[config.mk]
export PLATFORM = sky130hd
export DESIGN_NAME = fir_bist_flat
export DESIGN_NICKNAME = d
export VERILOG_FILES = /design/src/rtl/fir_bist_if.sv /design/src/rtl/fir_bist.sv /design/src/flat_wrapper.sv
export SDC_FILE = /design/constraint.sdc
export NUM_CORES = 1
export LEC_CHECK = 0
export CAP_MARGIN = 5
export CORE_UTILIZATION = 50
export CTS_CLUSTER_DIAMETER = 40
export DETAILED_ROUTE_END_ITERATION = 16
export GPL_TIMING_DRIVEN = 0
export PLACE_DENSITY = 0.76
export SETUP_SLACK_MARGIN = 0.1
export SYNTH_ARGS = -nofsm -noshare
export SYNTH_HDL_FRONTEND = slang
export SYNTH_SLANG_ARGS = --single-unit
[constraint.sdc]
create_clock -name clk -period 2.1 [get_ports clk]
set_input_delay 0.315 -clock clk [delete_from_list [all_inputs] [get_ports clk]]
set_output_delay 0.315 -clock clk [all_outputs]
set_load 0.005 [all_outputs]
[src/rtl/fir_bist_if.sv]
`default_nettype none
// ============================================================================
//  Module   : fir_bist_if
//  Purpose  : Bundles the BIST harness control, stimulus/response and result
//             signals into one port.
//  Signals  : start      run request (from controller)
//             mode       pattern select (from controller)
//             x_out      stimulus sample toward the FIR x input
//             y_in       FIR output sample back into the harness
//             busy/done  run status
//             signature  MISR result, valid while done
//             peak       largest unsigned y_in of the run, valid while done
//  Modports : slave  - the harness (fir_bist)
//             master - the surrounding pad mux / FIR core / test controller
//  Revision : 1.0  initial release
// ============================================================================
interface fir_bist_if #(
  parameter int BW_IN  = 6,
  parameter int BW_OUT = 8,
  parameter int SIG_W  = 16
);
  logic              start;
  logic [1:0]        mode;
  logic [BW_IN-1:0]  x_out;
  logic [BW_OUT-1:0] y_in;
  logic              busy;
  logic              done;
  logic [SIG_W-1:0]  signature;
  logic [BW_OUT-1:0] peak;

  modport slave (
    input  start, mode, y_in,
    output x_out, busy, done, signature, peak
  );

  modport master (
    output start, mode, y_in,
    input  x_out, busy, done, signature, peak
  );
endinterface
`default_nettype wire

[src/rtl/fir_bist.sv]
`default_nettype none
// ============================================================================
//  Module   : fir_bist
//  Purpose  : On-chip stimulus/response harness for the FIR core. Flushes the
//             filter, drives one of four test patterns for N_SAMPLES cycles,
//             and compacts the latency-aligned response into a 16-bit MISR
//             signature plus the peak unsigned output value.
//  Ports    : clk   system clock, rising edge
//             rst   synchronous active-high reset
//             bus   fir_bist_if.slave (start, mode, y_in in;
//                   x_out, busy, done, signature, peak out)
//  Revision : 1.0  initial release
// ============================================================================
module fir_bist #(
  parameter int N_TAPS    = 5,
  parameter int BW_IN     = 6,
  parameter int BW_OUT    = 8,
  parameter int N_SAMPLES = 32,
  parameter int LAT       = 1,
  parameter int SIG_W     = 16
) (
  input  logic        clk,
  input  logic        rst,
  fir_bist_if.slave   bus
);

  typedef enum logic [2:0] {
    S_IDLE  = 3'd0,
    S_FLUSH = 3'd1,
    S_RUN   = 3'd2,
    S_DRAIN = 3'd3,
    S_DONE  = 3'd4
  } state_t;

  localparam logic [7:0]        FLUSH_LAST = 8'(N_TAPS - 1);
  localparam logic [7:0]        RUN_LAST   = 8'(N_SAMPLES - 1);
  localparam logic [7:0]        DRAIN_LAST = 8'(LAT - 1);
  localparam logic [BW_IN-1:0]  PULSE      = {1'b0, {(BW_IN-1){1'b1}}};
  localparam logic [SIG_W-1:0]  MISR_POLY  = 16'h6801;
  localparam logic [SIG_W-1:0]  SIG_SEED   = {SIG_W{1'b1}};
  localparam logic [7:0]        LFSR_SEED  = 8'h01;

  state_t             state;
  state_t             state_next;
  logic               busy;
  logic               done;
  logic               start_ok;
  logic [7:0]         cnt;
  logic [7:0]         idx_next;
  logic [1:0]         mode_q;
  logic [7:0]         lfsr;
  logic [7:0]         lfsr_next;
  logic [BW_IN-1:0]   pat;
  logic [BW_IN-1:0]   x_reg;
  logic [SIG_W-1:0]   sig;
  logic [SIG_W-1:0]   misr_next;
  logic [BW_OUT-1:0]  peak;
  logic               capture;

  // --------------------------------------------------------------------------
  // FSM: state register
  // --------------------------------------------------------------------------
  always_ff @(posedge clk) begin
    if (rst) begin
      state <= S_IDLE;
    end else begin
      state <= state_next;
    end
  end

  // --------------------------------------------------------------------------
  // FSM: next state and status outputs
  // --------------------------------------------------------------------------
  always_comb begin
    state_next = state;
    busy       = 1'b0;
    done       = 1'b0;
    start_ok   = 1'b0;
    case (state)
      S_IDLE: begin
        if (bus.start) begin
          start_ok   = 1'b1;
          state_next = S_FLUSH;
        end
      end
      S_FLUSH: begin
        busy = 1'b1;
        if (cnt == FLUSH_LAST) state_next = S_RUN;
      end
      S_RUN: begin
        busy = 1'b1;
        // With zero latency the last capture lands on the last RUN edge,
        // so there is nothing left to drain.
        if (cnt == RUN_LAST) state_next = (LAT == 0) ? S_DONE : S_DRAIN;
      end
      S_DRAIN: begin
        busy = 1'b1;
        if (cnt == DRAIN_LAST) state_next = S_DONE;
      end
      S_DONE: begin
        done = 1'b1;
        if (bus.start) begin
          start_ok   = 1'b1;
          state_next = S_FLUSH;
        end
      end
      default: state_next = S_IDLE;
    endcase
  end

  // Per-state cycle counter; restarts at every state change.
  always_ff @(posedge clk) begin
    if (rst) begin
      cnt <= 8'd0;
    end else if (state_next != state) begin
      cnt <= 8'd0;
    end else if (busy) begin
      cnt <= cnt + 8'd1;
    end
  end

  // --------------------------------------------------------------------------
  // Stimulus generation. x_out is registered, so the pattern is computed for
  // the sample index that the *next* cycle will hold.
  // --------------------------------------------------------------------------
  assign idx_next  = (state == S_RUN) ? (cnt + 8'd1) : 8'd0;
  assign lfsr_next = {lfsr[6:0], lfsr[7] ^ lfsr[5] ^ lfsr[4] ^ lfsr[3]};

  always_comb begin
    pat = '0;
    case (mode_q)
      2'd0:    pat = (idx_next == 8'd0) ? PULSE : '0;
      2'd1:    pat = PULSE;
      2'd2:    pat = lfsr[BW_IN-1:0];
      default: pat = idx_next[BW_IN-1:0];
    endcase
  end

  always_ff @(posedge clk) begin
    if (rst) begin
      x_reg  <= '0;
      lfsr   <= LFSR_SEED;
      mode_q <= 2'd0;
    end else begin
      if (start_ok) begin
        mode_q <= bus.mode;
        lfsr   <= LFSR_SEED;
      end else if (state_next == S_RUN) begin
        lfsr <= lfsr_next;
      end
      if (state_next == S_RUN) begin
        x_reg <= pat;
      end else begin
        x_reg <= '0;
      end
    end
  end

  // --------------------------------------------------------------------------
  // Capture alignment: a RUN-cycle marker delayed by the FIR latency.
  // --------------------------------------------------------------------------
  generate
    if (LAT == 0) begin : g_lat0
      assign capture = (state == S_RUN);
    end else begin : g_latn
      logic [LAT-1:0] vld;
      logic [LAT:0]   vld_shift;
      assign vld_shift = {vld, (state == S_RUN)};
      always_ff @(posedge clk) begin
        if (rst || start_ok) begin
          vld <= '0;
        end else begin
          vld <= vld_shift[LAT-1:0];
        end
      end
      assign capture = vld[LAT-1];
    end
  endgenerate

  // --------------------------------------------------------------------------
  // Response compaction: Galois MISR plus running unsigned maximum.
  // --------------------------------------------------------------------------
  assign misr_next = {sig[SIG_W-2:0], 1'b0}
                   ^ (sig[SIG_W-1] ? MISR_POLY : '0)
                   ^ SIG_W'(bus.y_in);

  always_ff @(posedge clk) begin
    if (rst) begin
      sig  <= SIG_SEED;
      peak <= '0;
    end else if (start_ok) begin
      sig  <= SIG_SEED;
      peak <= '0;
    end else if (capture) begin
      sig <= misr_next;
      if (bus.y_in > peak) peak <= bus.y_in;
    end
  end

  assign bus.x_out     = x_reg;
  assign bus.busy      = busy;
  assign bus.done      = done;
  assign bus.signature = sig;
  assign bus.peak      = peak;

endmodule
`default_nettype wire
[src/flat_wrapper.sv]
// flat-port wrapper written by rule: the top's interface ports become plain ports
module fir_bist_flat 
#(
  parameter int N_TAPS    = 5,
  parameter int BW_IN     = 6,
  parameter int BW_OUT    = 8,
  parameter int N_SAMPLES = 32,
  parameter int LAT       = 1,
  parameter int SIG_W     = 16
)
  (clk, rst, bus_start, bus_mode, bus_y_in, bus_x_out, bus_busy, bus_done, bus_signature, bus_peak);
  fir_bist_if #(.BW_IN(BW_IN), .BW_OUT(BW_OUT), .SIG_W(SIG_W)) bus_i ();
  input  logic clk;
  input  logic rst;
  input wire logic [$bits(bus_i.start)-1:0] bus_start;
  input wire logic [$bits(bus_i.mode)-1:0] bus_mode;
  input wire logic [$bits(bus_i.y_in)-1:0] bus_y_in;
  output wire logic [$bits(bus_i.x_out)-1:0] bus_x_out;
  output wire logic [$bits(bus_i.busy)-1:0] bus_busy;
  output wire logic [$bits(bus_i.done)-1:0] bus_done;
  output wire logic [$bits(bus_i.signature)-1:0] bus_signature;
  output wire logic [$bits(bus_i.peak)-1:0] bus_peak;
  assign bus_i.start = bus_start;
  assign bus_i.mode = bus_mode;
  assign bus_i.y_in = bus_y_in;
  assign bus_x_out = bus_i.x_out;
  assign bus_busy = bus_i.busy;
  assign bus_done = bus_i.done;
  assign bus_signature = bus_i.signature;
  assign bus_peak = bus_i.peak;
  fir_bist #(.N_TAPS(N_TAPS), .BW_IN(BW_IN), .BW_OUT(BW_OUT), .N_SAMPLES(N_SAMPLES), .LAT(LAT), .SIG_W(SIG_W)) u_core (.clk(clk), .rst(rst), .bus(bus_i));
endmodule
==> results.sh, run 1 <==
export IMPL_fin_setup_tns_ns=0
export IMPL_yosys_warnings=0
export IMPL_yosysMostFrequentCell="dfxtp_1"
export IMPL_first_global_vias=2187
export IMPL_drt_first_pass_iters=4
export IMPL_clock_root_buffer="clkbuf_8"
export IMPL_start_util_pct=52.3
export IMPL_synth_common_cells="52 x dfxtp_1, 41 x nand2_1, 25 x o21ai_0"
export IMPL_syn_num_nets=344
export IMPL_skew_ns=0.0107
export IMPL_rrSetupSlack_ns=0.28
export IMPL_wl_per_cell_um=13.0
export IMPL_rsz0062_at_grt="no"
export IMPL_worstMarginPinSlew_ns=0.615
export IMPL_die_y_um=75.3
export IMPL_pre_cts_ws_ns=-0.256
export IMPL_pin_count=45
export IMPL_dpl_hpwl_um=4320
export IMPL_async_reset_ff_share_pct=0
export IMPL_synth_top_cell_area_share_pct=38.8
export IMPL_place_port_buffers=43
export IMPL_crit_path_end_kind="output pin"
export IMPL_drc=0
export IMPL_diodes=0
export IMPL_cts_made_buffers=5
export IMPL_rows=26
export IMPL_peakVddDrop_uv=363
export IMPL_crit_arrival_ns=1.59
export IMPL_hold_violations=0
export IMPL_setup_viol=0
export IMPL_clk_pin_slew_ns=0.09
export IMPL_status="finished, final reports clean"
export IMPL_yosysUniqueCellTypes=48
export IMPL_die_area_sq_um=5670
export IMPL_holdCritPathClass="input pin to flip-flop"
export IMPL_synth_edff_count=0
export IMPL_syn_avg_cell_area_sq_um=8.37
export IMPL_ant_nets=0
export IMPL_grt_util_all_layers_pct=22.3
export IMPL_postSynthRegisterBits=52
export IMPL_vias=2376
export IMPL_reg2regPathDepth=5
export IMPL_fillers=462
export IMPL_clock_latency_ns=0.31
export IMPL_reg2reg_from="u_core.cnt[4]"
export IMPL_layout_drive_gt1_share_pct=12.0
export IMPL_antenna_found_initial=0
export IMPL_yosysTopAreaCell="dfxtp_1"
export IMPL_setup_ws_ns=0.193
export IMPL_fp_dieW_um=75.3
export IMPL_clock_path_buffers=2
export IMPL_nets=396
export IMPL_cts_tree="built"
export IMPL_p_leak_uw=0.00119
export IMPL_first_iter_violations=65
export IMPL_maxSlewHeadroom_pct=58.7
export IMPL_fmax_mhz=524
export IMPL_power_density_nw_per_um2=517
export IMPL_cts_sink_count=52
export IMPL_seq_area_frac_synth_pct=38.8
export IMPL_period_needed_ns=1.91
export IMPL_htreeDepth=2
export IMPL_critPathRequiredTime_ns=1.78
export IMPL_grt_ovfl_total=0
export IMPL_cap_violations=0
export IMPL_grt_max_degree=18
export IMPL_cp_endpoint="bus_busy"
export IMPL_synth_top_flop_cell="dfxtp_1"
export IMPL_place_congestion=0.936
export IMPL_routed_via_density=5.35
export IMPL_critPathLaunch="u_core.state[2]"
export IMPL_critPathMaxFanout=10
export IMPL_coreArea_sq_um=5140
export IMPL_reg2reg_to="u_core.bus.x_out[5]"
export IMPL_crit_type="flip-flop to output pin"
export IMPL_final_core_util_pct=65.7
export IMPL_slew_viol_final=0
export IMPL_area_growth_syn_to_layout_pct=25.7
export IMPL_routed_wirelength_um=5790
export IMPL_period_share_pct=90.8
export IMPL_ys_top_cells_by_area="dfxtp_1 39%, xnor2_1 6.2%, nand2_1 5.7%"
export IMPL_syn_area_sq_um=2690
export IMPL_grt_pass1_wl_um=9630
export IMPL_cp_start_kind="flip-flop"
export IMPL_syn_inst=321
-- state kept, by name, summed over array words and instances (netlist names) --
| signal | cells |
|---|---|
| u_core.bus.signature | 16 |
| u_core.bus.x_out | 6 |
| u_core.bus.peak | 8 |
| u_core.mode_q | 2 |
| u_core.state | 3 |
| u_core.cnt | 8 |
| u_core.lfsr | 8 |
| u_core.capture | 1 |
-- worst min-delay path by stage --
stage	from	endpoint	cells after the start
detailed placement	u_core.lfsr[6]	u_core.lfsr[6]	2
global route	bus_y_in[7]	u_core.bus.peak[7]	3
CTS	rst	u_core.mode_q[0]	2
finish	rst	u_core.mode_q[0]	2
floorplan	u_core.lfsr[6]	u_core.lfsr[6]	2
global placement	u_core.lfsr[6]	u_core.lfsr[6]	2
-- layer usage --
layer | track usage (%) | vias to the layer above | wire [um] | part of all wire [%]
li1 | - | 1203 | - | -
met1 | 27.0 | 1112 | 2620 | 45
met2 | 39.7 | 50 | 2850 | 49
met3 | 4.10 | 11 | 224 | 3.9
met4 | 7.61 | 0 | 86 | 1.5
met5 | 0 | - | 0 | 0
-- where the power goes --
part | switching [uW] | total (uW) | internal (uW)
Combinational | 92.8 | 166 | 73.7
Clock | 333 | 572 | 239
Sequential | 12.1 | 1000 | 993
-- stage by stage --
stage | power, uW | hold slack [ns] | std cells | area [sq um]
detailed placement | 1180 | 0.456 | 434 | 3200
global placement | 1180 | 0.454 | 434 | 3200
finish | 1740 | 0.385 | 444 | 3380
CTS | 1770 | 0.378 | 441 | 3310
floorplan | 1130 | 0.436 | 321 | 2690
global route | 1820 | 0.407 | 444 | 3380
-- worst max-delay path, stage by stage (launching register included) --
cell and delay, ns:
dfxtp_1 0.36, buf_4 0.20, nor2_4 0.20, clkdlybuf4s50_1 0.53
-- cell type report --
cell class,count,area [sq um],share of cell area [%]
Buffer,21,130,3.85
Clock buffer,5,68.8,2.04
Clock inverter,3,22.5,0.667
Inverter,19,71.3,2.11
Multi-Input combinational cell,228,1500,44.3
Sequential cell,52,1040,30.9
Tap cell,70,87.6,2.59
Timing Repair Buffer,46,455,13.5
-- cell families after synthesis --
kind of cell / after synthesis / synth area share, %
AOI/OAI and AO/OA: 62 / 14.6
muxes: 8 / 2.98
xor gates and xnor gates: 26 / 8.48
buffers and inverters: 41 / 7.50
adders and majority gates: 10 / 4.66
DFF: 52 / 38.8
and+or+nand+nor: 122 / 23.1
-- cell usage in the layout, fill, tap and decap left out, types with 2 or more instances in the layout --
master | synthesis | layout
a21oi_1 | 15 | 15
and2_1 | 2 | 2
and4_1 | 2 | 2
buf_2 | 5 | 5
buf_4 | 5 | 9
buf_6 | 3 | 3
clkbuf_1 | 9 | 7
clkbuf_8 | 0 | 5
clkdlybuf4s50_1 | 0 | 42
dfxtp_1 | 52 | 49
dfxtp_2 | 0 | 3
ha_1 | 10 | 8
inv_1 | 19 | 19
mux2i_1 | 8 | 8
nand2_1 | 41 | 41
nand3_1 | 24 | 23
nand3b_1 | 2 | 2
nand4_1 | 4 | 4
nor2_1 | 21 | 20
nor2_4 | 0 | 2
nor2b_1 | 2 | 2
nor3_1 | 6 | 6
o211ai_1 | 2 | 2
o21ai_0 | 25 | 25
o221ai_1 | 5 | 5
o31ai_1 | 5 | 5
or3_1 | 3 | 3
xnor2_1 | 19 | 19
xor2_1 | 7 | 7
-- what timing repair did --
item / in CTS / in global routing
setup buffers: 0 / 3
resized for setup: 5 / 12
endpoints found under the hold margin: 0 / 0
setup endpoints to repair: 10 / 32
hold buffers: 0 / 0
pin swaps: 0 / 2
No activity file was read; power rests on OpenSTA's default activity.
==> inputs of run 2 (changes only) <==
--- a/config.mk
+++ b/config.mk
@@ -6,11 +6,12 @@
 export NUM_CORES = 1
 export LEC_CHECK = 0
 export CAP_MARGIN = 5
-export CORE_UTILIZATION = 50
+export CORE_ASPECT_RATIO = 0.75
+export CORE_MARGIN = 4
+export CORE_UTILIZATION = 28
 export CTS_CLUSTER_DIAMETER = 40
 export DETAILED_ROUTE_END_ITERATION = 16
 export GPL_TIMING_DRIVEN = 0
-export PLACE_DENSITY = 0.76
 export SETUP_SLACK_MARGIN = 0.1
 export SYNTH_ARGS = -nofsm -noshare
 export SYNTH_HDL_FRONTEND = slang
==> run 2 against run 1 <==
Setup slack got worse by 0.040 ns. Via count fell by 2.5%. Critical path type unchanged. Global-route usage fell by 11 points. Clock power rose by 69%. Power rose by 22%. Critical path depth did not move. Count of clock-buffer cells in the layout rose by 2. Final area rose by 4.5%. Register-to-register slack got worse by 0.04 ns. Highest routed layer unchanged. Routed wire length rose by 8.4%. Utilization fell by 27 points. Sequential cell count did not move.
==> results.sh, run 2 (same netlist as run 1, synthesis figures left out) <==
export IMPL_nets=395
export IMPL_vias=2317
export IMPL_grt_max_degree=16
export IMPL_critPathMaxFanout=9
export IMPL_clk_pin_slew_ns=0.06
export IMPL_area_growth_syn_to_layout_pct=31.3
export IMPL_crit_chain="nor2_4, nor2_4, clkdlybuf4s50_1"
export IMPL_period_share_pct=92.7
export IMPL_reg2reg_from="u_core.cnt[0]"
export IMPL_whs_ns=0.434
export IMPL_holdCritPathClass="input pin to flip-flop"
export IMPL_coreArea_sq_um=9200
export IMPL_ant_nets=0
export IMPL_diodes=0
export IMPL_first_global_vias=2116
export IMPL_place_port_buffers=43
export IMPL_grt_ovfl_total=0
export IMPL_rrSetupSlack_ns=0.24
export IMPL_crit_arrival_ns=1.63
export IMPL_p_leak_uw=0.00123
export IMPL_drc=0
export IMPL_setup_viol=0
export IMPL_pwr_share_clk_pct=45.1
export IMPL_largest_register_ffs=16
export IMPL_first_iter_violations=146
export IMPL_cts_sink_count=52
export IMPL_place_congestion=0.836
export IMPL_htreeDepth=2
export IMPL_p_seq_share_pct=47.1
export IMPL_period_needed_ns=1.95
export IMPL_clock_root_buffer="clkbuf_16"
export IMPL_min_to="u_core.bus.peak[7]"
export IMPL_p_sw_uw=442
export IMPL_p_comb_share_pct=7.8
export IMPL_rsz0062_at_grt="yes"
export IMPL_fin_setup_tns_ns=0
export IMPL_hold_violations=0
export IMPL_status="finished, final reports clean"
export IMPL_final_cell_mix="51 x dfxtp_1, 42 x clkdlybuf4s50_1, 41 x nand2_1, 25 x o21ai_0, 23 x nand3_1"
export IMPL_wl_per_cell_um=12.5
export IMPL_drt_first_pass_iters=4
export IMPL_worstMarginPinSlew_ns=0.640
export IMPL_layout_commonest_cell="dfxtp_1"
export IMPL_clock_latency_ns=0.29
export IMPL_cts_made_buffers=5
export IMPL_die_area_sq_um=11200
export IMPL_slew_viol_final=0
export IMPL_crit_path_end_kind="output pin"
export IMPL_crit_type="flip-flop to output pin"
export IMPL_fp_dieW_um=121
export IMPL_cts_tree="built"
export IMPL_grt_pass1_wl_um=10500
export IMPL_min_delay_start="bus_y_in[7]"
export IMPL_placed_cells_incl_taps=492
export IMPL_die_y_um=92.8
export IMPL_reg2regPathDepth=6
export IMPL_grt_util_all_layers_pct=11.2
export IMPL_worstHoldPathCells=3
export IMPL_maxSlewHeadroom_pct=57.3
export IMPL_final_core_util_pct=38.4
export IMPL_reg2reg_to="u_core.cnt[0]"
export IMPL_fmax_mhz=514
export IMPL_cp_start_kind="flip-flop"
export IMPL_routed_via_density=4.62
export IMPL_dpl_hpwl_um=4800
export IMPL_clock_path_buffers=2
export IMPL_switching_share_pct=20.7
export IMPL_routed_wirelength_um=6280
export IMPL_slowest_stage="clkdlybuf4s50_1"
export IMPL_rows=30
export IMPL_power_density_nw_per_um2=606
export IMPL_antenna_found_initial=0
export IMPL_start_util_pct=29.2
export IMPL_cpPeakStageDelay_ns=0.53
export IMPL_layout_drive_gt1_share_pct=11.8
export IMPL_p_int_uw=1690
export IMPL_cap_violations=0
export IMPL_skew_ns=0.0101
export IMPL_instances_no_fill=501
export IMPL_crit_top_cell="nor2_4"
export IMPL_critPathRequiredTime_ns=1.78
export IMPL_pin_count=45
export IMPL_critPathTopFamily="buffers and inverters"
export IMPL_path_buf_inv=1
export IMPL_peakVddDrop_uv=482
## run 2: final cells by class
| type | instances | area, sq um |
|---|---|---|
| inverters | 19 | 71.3 |
| well taps | 128 | 160 |
| fillers | 946 | 5670 |
| clock inverters | 1 | 30.0 |
| plain buffers | 21 | 129 |
| repair buffers | 45 | 448 |
| multi-input cells | 228 | 1490 |
| clock buffers | 7 | 153 |
| flip-flops and latches | 52 | 1040 |
## run 2: stage by stage
step | area [sq um] | setup WS (ns) | power (uW)
after floorplan | 2690 | 0.377 | 1130
after global placement | 3280 | -0.225 | 1180
after detailed placement | 3280 | -0.253 | 1190
after CTS | 3460 | 0.0325 | 2160
after global routing | 3530 | 0.0418 | 2220
final | 3530 | 0.153 | 2140
## run 2: metal layers
layer	GRT usage [%]	vias up	part of all wire (%)
li1	-	1203	-
met1	17.1	1057	50
met2	15.9	55	43
met3	2.56	2	5.9
met4	2.26	0	0.59
met5	0	-	0
## run 2: worst min-delay path, delay by kind of cell
| kind | cells | cell delay (ns) |
|---|---|---|
| AOI/OAI and AO/OA | 1 | 0.06 |
| buffers and inverters | 1 | 0.20 |
| and+or+nand+nor | 1 | 0.10 |
## run 2: worst max path at each step
stage | start | to | depth (start not counted)
2_1_floorplan | u_core.bus.peak[7] | u_core.bus.peak[0] | 8
3_3_place_gp | bus_y_in[7] | u_core.bus.peak[6] | 8
3_5_place_dp | bus_y_in[7] | u_core.bus.peak[5] | 8
4_1_cts | u_core.state[0] | bus_busy | 3
5_1_grt | u_core.state[0] | bus_busy | 3
6_report | u_core.state[0] | bus_busy | 3
## run 2: power groups by stage
stage	Clock, uW	Combinational, uW	Sequential (uW)
after detailed placement	0	160	1030
after CTS	999	161	1000
after global placement	0	158	1030
after global routing	1030	186	1010
after floorplan	0	103	1020
final	964	166	1010
## run 2: repair_timing
item | 4_1_cts | 5_1_grt
resized for setup | 3 | 14
buffers inserted | 0 | 2
endpoints found under the setup margin | 17 | 40
hold buffers | 0 | 0
pin swaps | 0 | 1
